`src/rtl/sha_block_sequencer.sv`:
```
// Control sequencer for one SHA-256 compression engine: block accept, W load, round stepping, add-back.
// Optional SHA_SEQ_PERF_EN macro adds blk_count / busy_cycles performance counters.
module sha_block_sequencer #(
    parameter int WORDSIZE = 32,
    parameter int ROUNDS   = 64,
    localparam int BW      = 16 * WORDSIZE,
    localparam int IW      = $clog2(ROUNDS)
) (
    input  logic          clk,
    input  logic          rst_n,
    input  logic [BW-1:0] blk_data,
    input  logic          blk_last,
    input  logic          blk_valid,
    output logic          blk_ready,
    output logic [BW-1:0] M,
    output logic          M_valid,
    output logic          round_en,
    output logic [IW-1:0] round_idx,
    output logic          hash_init,
    output logic          hash_add,
    output logic          digest_valid,
    input  logic          digest_ready
`ifdef SHA_SEQ_PERF_EN
    ,
    output logic [31:0]   blk_count,
    output logic [31:0]   busy_cycles
`endif
);

    typedef enum logic [2:0] {IDLE, LOAD, ROUND, ADD, DONE} state_e;

    state_e        state_q, state_d;
    logic [BW-1:0] m_q, m_d;
    logic          last_q, last_d;
    logic          first_blk_q, first_blk_d;
    logic [IW-1:0] round_idx_q, round_idx_d;
    logic          m_valid_q, round_en_q, hash_init_q, hash_add_q, digest_valid_q;

    always_comb begin
        state_d     = state_q;
        m_d         = m_q;
        last_d      = last_q;
        first_blk_d = first_blk_q;
        round_idx_d = round_idx_q;
        case (state_q)
            IDLE: begin
                if (blk_valid) begin
                    m_d     = blk_data;
                    last_d  = blk_last;
                    state_d = LOAD;
                end
            end
            LOAD: begin
                first_blk_d = 1'b0;
                state_d     = ROUND;
            end
            ROUND: begin
                if (round_idx_q == IW'(ROUNDS - 1)) begin
                    round_idx_d = '0;
                    state_d     = ADD;
                end else begin
                    round_idx_d = round_idx_q + 1'b1;
                end
            end
            ADD: begin
                state_d = last_q ? DONE : IDLE;
            end
            DONE: begin
                if (digest_ready) begin
                    first_blk_d = 1'b1;
                    state_d     = IDLE;
                end
            end
            default: state_d = IDLE;
        endcase
    end

    // Strobes are registered from the next-state decode so they line up with the state they mark.
    always_ff @(posedge clk or negedge rst_n) begin
        if (!rst_n) begin
            state_q        <= IDLE;
            m_q            <= '0;
            last_q         <= 1'b0;
            first_blk_q    <= 1'b1;
            round_idx_q    <= '0;
            m_valid_q      <= 1'b0;
            round_en_q     <= 1'b0;
            hash_init_q    <= 1'b0;
            hash_add_q     <= 1'b0;
            digest_valid_q <= 1'b0;
        end else begin
            state_q        <= state_d;
            m_q            <= m_d;
            last_q         <= last_d;
            first_blk_q    <= first_blk_d;
            round_idx_q    <= round_idx_d;
            m_valid_q      <= (state_d == LOAD);
            round_en_q     <= (state_d == ROUND);
            hash_init_q    <= (state_d == LOAD) && first_blk_q;
            hash_add_q     <= (state_d == ADD);
            digest_valid_q <= (state_d == DONE);
        end
    end

    assign blk_ready    = (state_q == IDLE);
    assign M            = m_q;
    assign M_valid      = m_valid_q;
    assign round_en     = round_en_q;
    assign round_idx    = round_idx_q;
    assign hash_init    = hash_init_q;
    assign hash_add     = hash_add_q;
    assign digest_valid = digest_valid_q;

`ifdef SHA_SEQ_PERF_EN
    logic [31:0] blk_count_q, busy_cycles_q;

    // blk_count wraps naturally; busy_cycles sticks at all-ones.
    always_ff @(posedge clk or negedge rst_n) begin
        if (!rst_n) begin
            blk_count_q   <= '0;
            busy_cycles_q <= '0;
        end else begin
            if (hash_add_q) begin
                blk_count_q <= blk_count_q + 32'd1;
            end
            if ((state_q != IDLE) && (busy_cycles_q != 32'hFFFF_FFFF)) begin
                busy_cycles_q <= busy_cycles_q + 32'd1;
            end
        end
    end

    assign blk_count   = blk_count_q;
    assign busy_cycles = busy_cycles_q;
`endif

endmodule

```
`config.mk`:
```
export PLATFORM = sky130hd
export DESIGN_NAME = sha_block_sequencer
export DESIGN_NICKNAME = d
export VERILOG_FILES = /design/src/rtl/sha_block_sequencer.sv
export SDC_FILE = /design/constraint.sdc
export NUM_CORES = 1
export LEC_CHECK = 0
export ABC_AREA = 1
export BUFFER_PORTS_ARGS = -buffer_cell sky130_fd_sc_hd__buf_4
export CAP_MARGIN = 30
export CORE_AREA = 2 2 404 406
export DETAILED_ROUTE_END_ITERATION = 10
export DIE_AREA = 0 0 406 408
export SLEW_MARGIN = 5
export SYNTH_ARGS = -nofsm -noshare
export SYNTH_HDL_FRONTEND = slang
export SYNTH_SLANG_ARGS = --single-unit
```
`constraint.sdc`:
```
create_clock -name clk -period 2.25 [get_ports clk]
set_clock_uncertainty 0.2 [all_clocks]
set_input_delay 0.1125 -clock clk [delete_from_list [all_inputs] [get_ports clk]]
set_output_delay 0.1125 -clock clk [all_outputs]
set_load 0.005 [all_outputs]
```
==> reports/results.tsv, run 1 <==
metric	value	unit
Power Total	0.05019	W
All-Layer GR Usage	15.87	%
worst vdd ir	0.0006237	V
Post-Place Setup Slack	0.1302	ns
Starting DRT DRC Count	1549	
first-pass GRT wire length	186500	um
Clock Pin Slew Worst Setup and Hold Paths	0.06	ns
via count	23440	
Port Buffers	1040	
max-cap viol count	0	
CTS max path bufs	3	
Placer Congestion	0.8871	
RSZ-0062 raised after global routing	true	
DR vias/cell	3.648	
Root Driver	clkbuf_16	
CP Data Required Time	2.57	ns
Startpoint Class	flop	
area delta synth->final	106.7	%
most frequent cells in the layout	nand2_1 (1,553), buf_4 (1,079), dlygate4sd3_1 (843)	
Fin. Hold Viols	0	
share of layout cells above drive strength 1	29.24	%
Slew Viols, Final	0	
Final setup viols	0	
CTS tree	done	
Synth cell types	22	
Design Area, Final	0.04163	sq mm
GR Layer Usage met1	16.28	%
DP Area	0.03051	sq mm
Slew headroom	26.93	%
# rows	148	
Hold WC Path Type	input pin to flop	
Synth warnings	0	
Pwr per Cell Area	1206	mW/mm^2
fin util	25.75	%
vias in the first global route	24950	
post-route insts no fill	6425	
Critical Path AT	2.51	ns
die area	0.1656	sq mm
post-synthesis sequential area ratio	65.62	%
Wirelength per Cell	21.26	um
worst skew pair latency	0.65	ns
Sink Count	528	
Leak	21.29	nW
GRT met2 Usage	27.09	%
drt pass-1 iters	5	
Yosys top cell area share	65.49	%
crit end category	flop	
run status	finished, final reports clean	
main flop type after synthesis	dfrtp_1	
Final ANT Viol Nets	0	
most common cell after layout, fill and taps aside	nand2_1	
Avg Cell Area, Syn	9.010	sq um
Peak Freq	0.4566	GHz
GR Util met3	7.461	%
CP max FO	196	
ys async rst share	100.0	%
post-DP HPWL	103400	um
synthesized cell area	0.02014	sq mm
Synth Instances	2235	
Post-synth EDFFs	0	
DP Cell Count	5393	
pin slew with the least headroom to its limit	1.096	ns
syn nets	2753	
initial antenna violation count	117	
area leader, netlist	dfrtp_1	
setup ws final	0.06005	ns
DRT Wirelength	136600	um
kind of critical path	flop to flop	
initial core utilization	12.46	%
CORE AREA	0.1617	sq mm
fin crit period	2.190	ns
Synth area leaders	dfrtp_1 (65%), nand2_1 (29%), buf_6 (2.7%)	
Top Usage Layer GRT	met2	
Final period util	97.33	%
top-level port count	1041	
Num CTS Buffers	71	
register bit total from synthesis	528	
Nets	4662	
chip height	408	um
Congestion Overflow GR	0	
largest net degree at the start of global routing	197	
H-Tree Depth	3	
Die Wd	406	um
DRC violations left	0	
worst max-delay path: stages (launching register included):
cell and delay [ns]:
dfrtp_1 0.42, nor2_2 0.16, nand2_1 0.08, inv_2 0.10
nand2_8 0.14, buf_16 0.25, nand2_1 0.25, nand2_1 0.09
per-stage QoR:
stage / hold WS, ns / TNS [ns]
2_1_floorplan: -0.3831 / 0
3_3_place_gp: -0.08098 / 0
3_5_place_dp: -0.08379 / 0
4_1_cts: 0.0003845 / 0
5_1_grt: 0.03390 / -0.007834
6_report: 0.04702 / 0
cells by family (layout without fill, tap and decap cells):
logic type	after synthesis	after routing	share of synthesized area [%]
other	0	54	0
buffers and inverters	122	2083	4.610
AOI/OAI and AO/OA	3	3	0.08695
and+or+nand+nor	1579	1579	29.54
xor gates and xnor gates	2	2	0.08700
DFF	528	528	65.62
adders and majority gates	1	1	0.06212
cell usage after synthesis, types with 2 or more instances:
cell type and n:
nand2_1 1559, dfrtp_1 527, buf_2 56, buf_6 49, nor2_1 9, buf_4 8
inv_1 6, nand3_1 5, inv_2 2, nand4_1 2
state kept, by name, summed over array words and instances (netlist names):
| register | count |
|---|---|
| M | 512 |
| round_idx | 6 |
| state_q | 3 |
| M_valid | 1 |
| digest_valid | 1 |
| first_blk_q | 1 |
| hash_add | 1 |
| hash_init | 1 |
| last_q | 1 |
| round_en | 1 |
layout make-up:
type,instances,area (sq um)
clock buffer,93,1942
tap,2175,2721
timing repair buffer,1948,17070
timing repair inverter,1,11.26
fill,17030,120000
antenna,54,135.1
inverter,9,60.06
clock inverter,32,441.7
sequential,528,13210
multi-input combinational,1585,6030
path summary, 6_finish.rpt:
path	slack (ns)	end	cells past startpoint	startpoint
worst max-delay path	0.06	M[340]$_DFFE_PN0P_	7	state_q[1]$_DFF_PN0_
worst min-delay path	0.05	M[154]$_DFFE_PN0P_	4	blk_data[154]
worst max register to register	0.06	M[340]$_DFFE_PN0P_	7	state_q[1]$_DFF_PN0_
worst min register to register	0.27	first_blk_q$_DFFE_PN1P_	2	first_blk_q$_DFFE_PN1P_
max in group asynchronous	0.69	M[502]$_DFFE_PN0P_	4	rst_n
min in group asynchronous	0.62	M[98]$_DFFE_PN0P_	4	rst_n
repair_timing:
item	4_1_cts	5_1_grt
endpoints found under the setup margin	0	108
hold buffers	844	0
gates resized for setup	0	10
buffers inserted	0	7
endpoints found under the hold margin	1048	0
metal layers:
layer  vias up  wire, um
met4        12      6275
met5         -        74
met1     11290     48570
met3       398     15450
met2      1118     66230
li1      10620         -
power breakdown:
part	switching [W]	internal, W	total, W	leakage (nW)
clock network	0.00482	0.00714	0.0120	1.16
registers	0.00302	0.0141	0.0171	6.54
logic	0.0113	0.00983	0.0212	13.6
(Power assumes the default switching activity.)
==> run 2: changes to the inputs <==
Settings changed: PLACE_DENSITY_LB_ADDON set to 0.1.
==> run 2 against run 1 <==
Hold slack better by 0.0080 ns. Die area stayed put. Sequential cell count unchanged. Non-clock buffer count grew 128. Global-route usage decreased by 2.6 points. Largest cell class unchanged. Largest power group unchanged. Highest routed layer is now met4.
==> reports/results.tsv, run 2 (synthesis gave the netlist of run 1 again) <==
metric	value	unit
CORE AREA	0.1617	sq mm
CTS tree	done	
share of layout cells above drive strength 1	28.50	%
first-pass GRT wire length	163800	um
chip height	408	um
largest net degree at the start of global routing	59	
Sink Count	528	
drt pass-1 iters	5	
Wirelength per Cell	17.20	um
area delta synth->final	113.3	%
Largest register FFs	512	
Nets	4794	
Num CTS Buffers	76	
kind of critical path	flop to flop	
DRC violations left	0	
worst skew pair latency	0.65	ns
RR Endpoint	M[492]$_DFFE_PN0P_	
Leak	21.91	nW
Final setup viols	0	
# rows	148	
most common cell after layout, fill and taps aside	nand2_1	
FF-to-FF Start	state_q[1]$_DFF_PN0_	
Critical Path AT	2.44	ns
CTS max path bufs	3	
CP max FO	36	
max-cap viol count	0	
Worst Setup SP	state_q[1]$_DFF_PN0_	
die area	0.1656	sq mm
crit end category	flop	
Root Driver	clkbuf_16	
Die Wd	406	um
CP top delay family	buffers and inverters	
run status	finished, final reports clean	
CP peak stage delay	0.57	ns
initial antenna violation count	13	
Port Buffers	1040	
Starting DRT DRC Count	1054	
DR vias/cell	3.390	
DRT Wirelength	112100	um
Placer Congestion	0.7661	
Setup crit end	M[492]$_DFFE_PN0P_	
RSZ-0062 raised after global routing	false	
fin crit period	2.049	ns
Worst R2R Setup Slack	0.20	ns
Hold WC Path Type	input pin to flop	
worst vdd ir	0.0006264	V
vias in the first global route	24080	
Startpoint Class	flop	
post-DP HPWL	83110	um
Clock Pin Slew Worst Setup and Hold Paths	0.06	ns
All-Layer GR Usage	13.31	%
Slew Viols, Final	0	
Fin Setup TNS	0	ns
Post CTS Setup Buffer Count	0	
R2R depth	8	
most frequent cells in the layout	nand2_1 (1,559), buf_4 (1,081), dlygate4sd3_1 (958)	
critical path's slowest cell	dlygate4sd3_1	
WP buf/inv	3	
initial core utilization	12.46	%
filler instances	17640	
CP Data Required Time	2.64	ns
via count	22080	
Congestion Overflow GR	0	
most used cell, CP	nand2_1	
Peak Freq	0.4880	GHz
top-level port count	1041	
Pwr per Cell Area	1146	mW/mm^2
worst hold slack	0.05501	ns
Final period util	91.07	%
pin slew with the least headroom to its limit	0.4727	ns
Fin. Hold Viols	0	
Slew headroom	68.49	%
H-Tree Depth	3	
worst-path cell chain	nor2_2, nand2_1, inv_2, nand2_8, inv_16, nand2_1, dlygate4sd3_1, nand2_1	
Stages on worst setup path	8	
Final ANT Viol Nets	0	
run 2: worst min-delay path by stage:
stage             startpoint                 end  slack (ns)  depth (start not counted)
2_1_floorplan          rst_n    M[0]$_DFFE_PN0P_       -0.38                          0
3_3_place_gp           rst_n  M[444]$_DFFE_PN0P_       -0.09                          1
3_5_place_dp           rst_n  M[444]$_DFFE_PN0P_       -0.08                          1
4_1_cts        blk_data[226]  M[226]$_DFFE_PN0P_      0.0009                          4
5_1_grt        blk_data[249]  M[249]$_DFFE_PN0P_        0.02                          4
6_report       blk_data[507]  M[507]$_DFFE_PN0P_        0.06                          4
run 2: area by class of cell:
class	count	area, sq um	share of cell area (%)
diodes	6	15.01	0.03496
clock buffers	121	2281	5.311
clock inverters	14	207.7	0.4836
inverters	9	50.05	0.1165
multi-input cells	1585	6010	13.99
flip-flops and latches	528	13210	30.77
well taps	2175	2721	6.337
repair buffers	2076	18450	42.96
run 2: metal layers:
metal  GRT usage, %  share of wire [%]  wire [um]  vias to the layer above
li1               -                  -          -                    10820
met1          14.83                 39      43200                    10450
met2          23.39                 50      56010                      686
met3          5.291                9.1      10230                      129
met4          3.423                2.3       2620                        0
met5              0                  0          0                        -
run 2: metrics by stage:
stage	area, sq um	instances	power [W]	worst slack, ns	util (%)
detailed placement	30830	5414	0.03636	0.3011	19.07
finish	42950	6514	0.04920	0.2009	26.57
floorplan	20140	2235	0.02348	0.7147	-
global route	42940	6513	0.05319	0.05183	26.56
CTS	42930	6508	0.05060	0.1718	26.56
global placement	30830	5414	0.03648	0.3119	19.07
run 2: tightest hold or removal path: cells and delay by family:
family        cells  cell delay (ns)
buf+inv           2             0.67
simple gates      2             0.08
run 2: report_power, final:
part | total (W) | internal, W | switching [W]
Combinational | 0.0202 | 0.0102 | 0.0100
Sequential | 0.0168 | 0.0141 | 0.00274
Clock | 0.0122 | 0.00720 | 0.00498
run 2: repair_timing:
item,4_1_cts,5_1_grt
hold endpoints to repair,1045,0
resized for setup,0,0
hold buffers,959,0
==> run 3: changes to the inputs <==
Clock period 2.25 ns to 2.36 ns, I/O delays scaled along.
==> run 3 against run 2 <==
The flow now stops in clock tree synthesis (4_1_cts). Area after synthesis unchanged. Synthesized cell count unchanged.
==> reports/results.tsv, run 3 <==
metric	value	unit
area leader, netlist	dfrtp_1	
Synth cell types	22	
chip height	408	um
DP Area	0.03056	sq mm
post-synthesis xor/xnor area fraction	0.08698	%
ys async rst share	100.0	%
Post-synth EDFFs	0	
cell with the most instances after synthesis	nand2_1	
initial core utilization	12.46	%
most common library cells after synthesis	nand2_1 (1,559), dfrtp_1 (527), buf_2 (56)	
Yosys top cell area share	65.49	%
main flop type after synthesis	dfrtp_1	
stop err	[ERROR RSZ-0060] Max buffer count reached.	
Sink Count	528	
synthesized cell area	0.02014	sq mm
Synth Area in Adders	0.06213	%
register bit total from synthesis	528	
Failed at	clock tree synthesis (4_1_cts)	
Port Buffers	1040	
Root Driver	clkbuf_16	
post-DP HPWL	82300	um
Synth Instances	2235	
Synth warnings	0	
compound-cell area share of the yosys netlist	0.08698	%
Post CTS Setup Buffer Count	0	
Synth area leaders	dfrtp_1 (65%), nand2_1 (29%), buf_6 (2.7%)	
post-CTS resize count	0	
post-synthesis sequential area ratio	65.62	%
syn nets	2753	
post-synthesis mux area share	0	%
Num CTS Buffers	77	
# rows	148	
Die Wd	406	um
Post-Synth Simple-Gate Area	29.54	%
Placer Congestion	0.7691	
H-Tree Depth	3	
run status	did not finish	
top-level port count	1041	
cts hold-fix bufs	1107	
main combinational cell family by area after synthesis	simple AND/OR/NAND/NOR gates	
Avg Cell Area, Syn	9.010	sq um
CTS max path bufs	3	
-- run 3: logic make-up after synthesis --
| kind of cell | count (synthesis) |
|---|---|
| compound gates | 3 |
| xor+xnor | 2 |
| fa+ha+maj | 1 |
| buf+inv | 122 |
| flops | 528 |
| simple gates | 1579 |
-- run 3: stage by stage --
step           setup slack (ns)  cells  utilization [%]  hold slack (ns)
3_5_place_dp             0.3930   5402            18.90         -0.05822
3_3_place_gp             0.3910   5402            18.90         -0.05478
2_1_floorplan            0.8247   2235                -          -0.3776
==> run 4: changes to the inputs <==
Settings changed: CORE_AREA 2 2 404 406 to 2 2 409 411, DIE_AREA 0 0 406 408 to 0 0 411 413, PLACE_DENSITY_LB_ADDON 0.1 to 0.15.
==> run 4 against run 3 <==
The flow now finishes without violations.
==> reports/results.tsv, run 4 (synthesis gave the netlist of run 1 again) <==
metric	value	unit
Worst R2R Setup Slack	0.18	ns
DR vias/cell	3.402	
pin slew with the least headroom to its limit	0.7586	ns
Final period util	92.17	%
CP Data Required Time	2.72	ns
worst skew pair latency	0.67	ns
# rows	150	
Clock Power Share	25.4	%
Slew headroom	49.42	%
Design Area, Final	0.04308	sq mm
worst hold slack	0.04621	ns
die area	0.1697	sq mm
crit end category	flop	
Port Buffers	1040	
Nets	4804	
Slew Viols, Final	0	
Sink Count	528	
Num CTS Buffers	75	
DP Area	0.03066	sq mm
chip height	413	um
largest net degree at the start of global routing	61	
CP peak stage delay	0.56	ns
Switch Pwr	0.01718	W
Pwr per Cell Area	1095	mW/mm^2
fin crit period	2.175	ns
WP buf/inv	4	
DRT Wirelength	114500	um
most used cell, CP	nand2_1	
Congestion Overflow GR	0	
initial core utilization	12.14	%
Clock Pin Slew Worst Setup and Hold Paths	0.06	ns
first-pass GRT wire length	162900	um
critical path's slowest cell	dlygate4sd3_1	
DRC violations left	0	
max-cap viol count	0	
post-DP HPWL	85390	um
worst-path cell chain	inv_2, nand2_1, inv_2, nand2_8, clkinv_16, nand2_1, dlygate4sd3_1, nand2_1	
Hold WC Path Type	input pin to asynchronous set/reset pin	
RSZ-0062 raised after global routing	false	
via count	22320	
most common cell after layout, fill and taps aside	nand2_1	
RR Endpoint	M[425]$_DFFE_PN0P_	
worst vdd ir	0.0004660	V
top-level port count	1041	
share of layout cells above drive strength 1	28.57	%
P_int	0.03002	W
Fin. Hold Viols	0	
Wirelength per Cell	17.45	um
run status	finished, final reports clean	
kind of critical path	flop to flop	
switching share of power	36.40	%
Final setup viols	0	
CORE AREA	0.1659	sq mm
Power Total	0.04720	W
initial antenna violation count	24	
Final ANT Viol Nets	0	
most frequent cells in the layout	nand2_1 (1,559), buf_4 (1,086), dlygate4sd3_1 (976)	
Startpoint Class	flop	
Starting DRT DRC Count	911	
FF-to-FF Start	state_q[2]$_DFF_PN0_	
Seq pwr share	34.4	%
All-Layer GR Usage	13.00	%
Placer Congestion	0.8166	
Root Driver	clkbuf_16	
Die Wd	411	um
CTS max path bufs	3	
drt pass-1 iters	5	
area delta synth->final	113.9	%
H-Tree Depth	3	
R2R depth	8	
Peak Freq	0.4597	GHz
Logic pwr share	40.2	%
Critical Path AT	2.54	ns
CP top delay family	buffers and inverters	
CTS tree	done	
vias in the first global route	23710	
Leak	21.95	nW
Largest register FFs	512	
CP max FO	47	
Fin Setup TNS	0	ns
-- run 4: final cells by class --
type | instances | area (sq um)
clock buffer | 108 | 2201
antenna | 8 | 20.02
multi-input combinational | 1585 | 6010
timing repair buffer | 2087 | 18420
clock inverter | 30 | 404.1
fill | 18140 | 122800
inverter | 9 | 60.06
sequential | 528 | 13210
tap | 2204 | 2758
-- run 4: what timing repair did --
item                                    CTS  global route
buffers inserted                          0             0
gates resized for setup                   0             1
hold buffers                            977             0
setup endpoints to repair                 0             6
endpoints found under the hold margin  1044             0
-- run 4: power groups by stage --
stage               Clock [W]  Sequential (W)  Combinational (W)
floorplan                   0          0.0161            0.00632
CTS                    0.0125          0.0163             0.0196
global route           0.0129          0.0168             0.0212
finish                 0.0120          0.0162             0.0190
global placement            0          0.0163             0.0182
detailed placement          0          0.0163             0.0181
-- run 4: worst reg2reg max path, delay by kind of cell, from the launching register on --
family / cells / cell delay, ns
and+or+nand+nor: 4 / 0.55
buffers and inverters: 4 / 0.91
DFF: 1 / 0.41
-- run 4: per-layer routing --
| metal | up-vias | track usage, % | wire, um |
|---|---|---|---|
| met3 | 191 | 4.643 | 9744 |
| met2 | 737 | 22.22 | 56160 |
| met4 | 2 | 4.844 | 3964 |
| li1 | 10860 | - | - |
| met5 | - | 0 | 12 |
| met1 | 10520 | 14.83 | 44600 |
-- run 4: worst max-delay path by stage --
| stage | startpoint | end | slack, ns | depth (start not counted) |
|---|---|---|---|---|
| 2_1_floorplan | state_q[1]$_DFF_PN0_ | M[100]$_DFFE_PN0P_ | 0.82 | 9 |
| 4_1_cts | state_q[0]$_DFF_PN0_ | M[425]$_DFFE_PN0P_ | 0.08 | 8 |
| 6_report | state_q[2]$_DFF_PN0_ | M[425]$_DFFE_PN0P_ | 0.18 | 8 |
| 5_1_grt | state_q[1]$_DFF_PN0_ | M[425]$_DFFE_PN0P_ | 0.02 | 8 |
| 3_5_place_dp | state_q[0]$_DFF_PN0_ | M[336]$_DFFE_PN0P_ | 0.30 | 8 |
| 3_3_place_gp | state_q[1]$_DFF_PN0_ | M[336]$_DFFE_PN0P_ | 0.32 | 8 |
-- run 4: through the flow --
stage / setup WS, ns / utilization (%) / cells
final: 0.1847 / 25.97 / 6559
after global routing: 0.02309 / 25.97 / 6558
after CTS: 0.08161 / 25.95 / 6551
after detailed placement: 0.2952 / 18.48 / 5436
after global placement: 0.3202 / 18.48 / 5436
after floorplan: 0.8247 / - / 2235
